File: src/rtl/axis_merge.sv
// Two-to-one AXI-stream merge with per-packet round-robin arbitration.
// Packets are forwarded whole; the grant is held from first beat to TLAST.
//
// Ports:
//   clk, resetn        clock, asynchronous active-low reset
//   axis_in0_*         input stream 0 (tdata/tlast/tvalid in, tready out)
//   axis_in1_*         input stream 1 (tdata/tlast/tvalid in, tready out)
//   axis_out_*         merged stream (tdata/tlast/tvalid/tid out, tready in)
//   active_port        registered current or most recent grant
//   busy               a packet is locked
//   packet_strb        pulse on every output TLAST handshake
//   pkt_count0/1       completed packets per source port (wrapping)
module axis_merge #(
    parameter int DW = 512,
    parameter int CW = 32
) (
    input  logic          clk,
    input  logic          resetn,

    input  logic [DW-1:0] axis_in0_tdata,
    input  logic          axis_in0_tlast,
    input  logic          axis_in0_tvalid,
    output logic          axis_in0_tready,

    input  logic [DW-1:0] axis_in1_tdata,
    input  logic          axis_in1_tlast,
    input  logic          axis_in1_tvalid,
    output logic          axis_in1_tready,

    output logic [DW-1:0] axis_out_tdata,
    output logic          axis_out_tlast,
    output logic          axis_out_tvalid,
    input  logic          axis_out_tready,
    output logic          axis_out_tid,

    output logic          active_port,
    output logic          busy,
    output logic          packet_strb,
    output logic [CW-1:0] pkt_count0,
    output logic [CW-1:0] pkt_count1
);

    typedef enum logic [1:0] {
        IDLE = 2'd0,
        PKT0 = 2'd1,
        PKT1 = 2'd2
    } state_t;

    localparam logic [CW-1:0] CNT_ONE = CW'(1);

    state_t        state_q;
    state_t        state_d;
    logic          last_grant_q;
    logic          last_grant_d;
    logic          active_q;
    logic          active_d;
    logic [CW-1:0] cnt0_q;
    logic [CW-1:0] cnt1_q;
    logic          pick0;
    logic          pick1;
    logic          eop0;
    logic          eop1;

    // Mutually exclusive requests: on contention the port that did not
    // win last time takes the grant.
    assign pick0 = axis_in0_tvalid
                 & (~axis_in1_tvalid | last_grant_q);
    assign pick1 = axis_in1_tvalid
                 & (~axis_in0_tvalid | ~last_grant_q);

    always_comb begin
        state_d         = state_q;
        last_grant_d    = last_grant_q;
        active_d        = active_q;
        axis_out_tdata  = '0;
        axis_out_tlast  = 1'b0;
        axis_out_tvalid = 1'b0;
        axis_out_tid    = 1'b0;
        axis_in0_tready = 1'b0;
        axis_in1_tready = 1'b0;
        eop0            = 1'b0;
        eop1            = 1'b0;

        unique case (state_q)
            IDLE: begin
                unique case (1'b1)
                    pick0: begin
                        state_d      = PKT0;
                        last_grant_d = 1'b0;
                        active_d     = 1'b0;
                    end
                    pick1: begin
                        state_d      = PKT1;
                        last_grant_d = 1'b1;
                        active_d     = 1'b1;
                    end
                    default: ;
                endcase
            end
            PKT0: begin
                axis_out_tdata  = axis_in0_tdata;
                axis_out_tlast  = axis_in0_tlast;
                axis_out_tvalid = axis_in0_tvalid;
                axis_out_tid    = 1'b0;
                axis_in0_tready = axis_out_tready;
                eop0 = axis_in0_tvalid
                     & axis_out_tready
                     & axis_in0_tlast;
                if (eop0) begin
                    state_d = IDLE;
                end
            end
            PKT1: begin
                axis_out_tdata  = axis_in1_tdata;
                axis_out_tlast  = axis_in1_tlast;
                axis_out_tvalid = axis_in1_tvalid;
                axis_out_tid    = 1'b1;
                axis_in1_tready = axis_out_tready;
                eop1 = axis_in1_tvalid
                     & axis_out_tready
                     & axis_in1_tlast;
                if (eop1) begin
                    state_d = IDLE;
                end
            end
            default: begin
                state_d = IDLE;
            end
        endcase
    end

    always_ff @(posedge clk or negedge resetn) begin
        if (!resetn) begin
            state_q      <= IDLE;
            last_grant_q <= 1'b1;
            active_q     <= 1'b0;
        end else begin
            state_q      <= state_d;
            last_grant_q <= last_grant_d;
            active_q     <= active_d;
        end
    end

    always_ff @(posedge clk or negedge resetn) begin
        if (!resetn) begin
            cnt0_q <= '0;
            cnt1_q <= '0;
        end else begin
            if (eop0) begin
                cnt0_q <= cnt0_q + CNT_ONE;
            end
            if (eop1) begin
                cnt1_q <= cnt1_q + CNT_ONE;
            end
        end
    end

    assign packet_strb = eop0 | eop1;
    assign busy        = (state_q != IDLE);
    assign active_port = active_q;
    assign pkt_count0  = cnt0_q;
    assign pkt_count1  = cnt1_q;

endmodule

File: config.mk
export PLATFORM = sky130hd
export DESIGN_NAME = axis_merge
export DESIGN_NICKNAME = d
export VERILOG_FILES = /design/src/rtl/axis_merge.sv
export SDC_FILE = /design/constraint.sdc
export NUM_CORES = 1
export LEC_CHECK = 0
export CORE_AREA = 8 8 620 622
export CTS_BUF_LIST = sky130_fd_sc_hd__clkbuf_8
export CTS_CLUSTER_DIAMETER = 60
export CTS_CLUSTER_SIZE = 16
export DETAILED_ROUTE_END_ITERATION = 10
export DIE_AREA = 0 0 628 630
export HOLD_SLACK_MARGIN = 0.02
export SYNTH_ARGS = -nofsm -noshare
export SYNTH_HDL_FRONTEND = slang
export SYNTH_SLANG_ARGS = --single-unit
export TNS_END_PERCENT = 100
File: constraint.sdc
create_clock -name clk -period 3.1 [get_ports clk]
set_clock_uncertainty 0.2 [all_clocks]
set_input_delay 0.775 -clock clk [delete_from_list [all_inputs] [get_ports clk]]
set_output_delay 0.775 -clock clk [all_outputs]
set_load 0.01 [all_outputs]
==> impl_summary.txt <==
----------------------------------------------------
[Routing]
  Residual antenna-violating net count after detailed routing ... 0
  Detailed-routing iteration count for the pre-antenna-repair pass ... 7
  DRC violations left ... 0
  Initial detailed-routing violation count ... 1359
  Final routed wirelength across all metal layers ... 402000 microns
  Via density ... 2.79
  Wirelength per Cell ... 47.8 microns
  Total via count in the routed design ... 23500

[Global route]
  Number of antenna violations at the first check in global routing ... 507
  First-pass GRT wire length ... 435000 microns
  Maximum number of pins on one net before global-route repair ... 69
  GR Overflow Total ... 0
  Via count of the first global-routing pass ... 21400
  Global-route usage over all layers ... 18.6%

[Setup path]
  Endpoint type of the worst setup path ... primary output
  Critical Path RT ... 2.12 ns
  Data arrival time of the critical path ... 2.44 ns
  Setup CP Type ... reg -> out
  Type of element launching the critical path ... register
  Maximum fanout along the worst path ... 5

[Timing]
  Measured slew at the worst slew-check pin ... 0.601 ns
  Post-route fraction of the period consumed by the critical path ... 110%
  Number of hold-slack violations in the final timing report ... 0
  Min setup slack post-route ... -0.319 ns
  Slew Viols, Final ... 0
  Total negative slack ... -55.07 ns
  Final setup violation count ... 431
  Max_slew headroom ... 59.9%
  Final hold slack ... 0.248 ns
  RSZ-0062 raised after global routing ... yes
  Minimum clock period ... 3.42 ns
  Maximum clock frequency ... 292 MHz

[Layout]
  Flip-flop and latch area ... 1700 sq um
  Cell area after layout ... 45900 sq um
  Proportion of layout cells with a drive suffix above 1 ... 48.0%
  Core Util, Final ... 12.3%
  Number of fill cells in the layout ... 42600
  Number of nets in the final layout ... 4397
  Area of the multi-input gates ... 11900 sq um
  Count of placed standard cells in the final layout, fillers left out ... 8409
  Layout overhead on the synthesized area ... 314%

[Yosys]
  Number of warnings printed during yosys synthesis ... 0
  Syn avg cell area ... 7.38 sq um
  Mapped cell area ... 11100 sq um
  EDFF count, synth ... 0
  Share of flip-flops with an asynchronous set or reset ... 100%
  Post-Syn Nets ... 2539
  Post-synth top area cell ... a22oi_1
  Most frequently used flop master after synthesis ... dfrtp_1
  Area fraction of the dominant cell type after synthesis ... 34.8%
  Dominant cells by area after synthesis ... a22oi_1 35%, nor2b_1 29%, dfrtp_1 15%
  Number of library cell types mapped by synthesis ... 37
  Sequential-to-total area share from yosys stat ... 15.4%
  Number of standard cells after synthesis ... 1503
  Flops & latches, synth ... 68

[Clocking]
  Clock root buffer ... clkbuf_8
  H-tree Lvls ... 3
  Clock transition at the register clock pins on the worst setup and hold paths after CTS ... 0.09 ns
  Number of sinks driven by the clock tree ... 68
  CTS tree ... yes
  Num CTS Buffers ... 9
  Maximum root-to-sink buffer count ... 2
  Insertion delay to the later sink of the worst-skew pair ... 0.35 ns

[Floorplanning]
  IO Count ... 1615
  Area of the core ... 374000 sq um
  Vertical die dimension ... 630 microns
  Initial core utilization ... 2.96%
  Die ar. ... 396000 sq um
  # rows ... 225
  Width of the chip ... 628 microns

[Placement]
  Final weighted congestion of routability-driven global placement ... 0.957
  DP Wirelength ... 362000 microns
  Area after detailed placement ... 37800 sq um
  Cell Count Post-Placement ... 8102
  IO Port Bufs ... 1614
  DP Worst Slack ... -0.868 ns

[Power and ir drop]
  Register share of total power ... 2.7%
  Sw frac ... 47.0%
  Switch Pwr ... 17.7 mW
  Total power divided by cell area ... 822 nW/um^2
  Worst voltage drop across the vdd grid ... 433 uV
  Logic gate share of total power ... 95.3%
  Post-layout power ... 37.7 mW
  Clock network fraction of total power ... 2.0%
  Leakage power of the design ... 15.5 nW
  Internal power component ... 20.0 mW

[Worst hold path]
  Path class of the lowest-slack min-delay path ... in -> async

[Flow run]
  Maxcap violations ... 0

[Run status]
  Violated checks ... negative setup slack
  Status ... finished with violations

----------------------------------------------------
## power groups by stage
stage	logic (mW)	clock network [mW]	registers, mW
after floorplan	7.28	0	1.03
after global placement	25.4	0	1.03
after detailed placement	25.2	0	1.03
after CTS	27.8	0.771	1.02
after global routing	37.6	0.807	1.03
final	36.0	0.743	1.02
## repair_timing
action / CTS / global route
setup buffers: 51 / 127
cloned: 15 / 73
resized for setup: 578 / 1020
endpoints found under the setup margin: 502 / 508
pin swaps: 40 / 147
hold buffers: 0 / 0
## critical path: stages (launching register included)
cell     delay (ns)
dfrtp_1        0.41
buf_6          0.13
ha_4           0.17
buf_12         0.15
buf_16         0.15
buf_16         0.16
buf_12         0.16
buf_8          0.12
a22oi_2        0.21
buf_4          0.18
nor2b_4        0.04
buf_12         0.13
## synth_stat cells (2+ instances only)
library cell  count
xor2_1            6
nand4_4           3
xnor2_1          56
and4_1            3
nor4_4            4
nor2b_1         515
buf_1            13
nor2_1           11
nand2_1          30
buf_2            39
nand3_1          29
nand4b_1          2
dfrtp_1          67
and2_1            5
a22oi_1         514
nor3_1           11
clkbuf_1        125
nor4_2            2
inv_1            10
o21ai_0           3
nor4_1            5
and3_1            6
nand4_1          26
ha_1              5
## final timing paths
| check | start | to | slack [ns] | cells past startpoint |
|---|---|---|---|---|
| worst max-delay path | state_q[0]$_DFFE_PN0P_ | axis_out_tdata[473] | -0.32 | 11 |
| worst min-delay path | resetn | pkt_count0[10]$_DFFE_PN0P_ | 0.25 | 2 |
| worst max register to register | state_q[1]$_DFFE_PN0P_ | pkt_count0[26]$_DFFE_PN0P_ | 0.58 | 11 |
| worst min register to register | pkt_count1[31]$_DFFE_PN0P_ | pkt_count1[31]$_DFFE_PN0P_ | 0.27 | 1 |
| max in group asynchronous | resetn | last_grant_q$_DFFE_PN1P_ | 2.11 | 2 |
| min in group clk | pkt_count1[31]$_DFFE_PN0P_ | pkt_count1[31]$_DFFE_PN0P_ | 0.27 | 1 |
## registers in the layout, indices dropped and copies added, names as in the netlist
name and count:
pkt_count0 32, pkt_count1 32, state_q 2, active_port 1, last_grant_q 1
## cell usage in the layout (no fill, tap or decap), types with 8 or more instances in the layout
cell type | Yosys | routed
nor2b_4 | 0 | 126
clkbuf_16 | 0 | 77
nor2b_1 | 515 | 164
nor3_1 | 11 | 11
nor2b_2 | 0 | 225
a22oi_2 | 0 | 342
nand3_1 | 29 | 29
dlymetal6s2s_1 | 0 | 32
inv_1 | 10 | 8
a22oi_1 | 514 | 172
nand2_1 | 30 | 29
clkbuf_8 | 0 | 9
diode_2 | 0 | 49
dlygate4sd2_1 | 0 | 19
clkdlybuf4s50_1 | 0 | 1080
nor2_1 | 11 | 11
clkdlybuf4s15_2 | 0 | 22
xnor2_1 | 56 | 56
dfrtp_1 | 67 | 67
buf_2 | 39 | 53
buf_8 | 0 | 27
buf_16 | 0 | 37
buf_6 | 1 | 104
buf_12 | 0 | 397
buf_4 | 1 | 168
nand4_1 | 26 | 26
## cell type report
type / instances / area share, %
diodes: 49 / 0.267
clock buffers: 9 / 0.270
clock inverters: 7 / 0.164
inverters: 10 / 0.0818
multi-input cells: 1246 / 25.9
flip-flops and latches: 68 / 3.71
well taps: 4994 / 13.6
repair buffers: 2026 / 56.0
## cells by family (layout without fill, tap and decap cells)
family / Yosys count / in the layout / synth area share (%)
and+or+nand+nor: 657 / 657 / 37.0
AOI/OAI and AO/OA: 521 / 521 / 35.2
muxes: 1 / 1 / 0.102
other: 0 / 49 / 0
adders and majority gates: 5 / 5 / 0.564
buffers and inverters: 189 / 2052 / 6.94
xor gates and xnor gates: 62 / 62 / 4.90
DFF: 68 / 68 / 15.4
## routing by layer
layer	track usage, %	vias up	part of all wire [%]
met2	32.5	1993	48
met4	2.26	246	2.7
met5	0	-	0.39
met3	15.9	899	18
met1	16.7	11000	32
li1	-	9376	-
(Power assumes the default switching activity.)
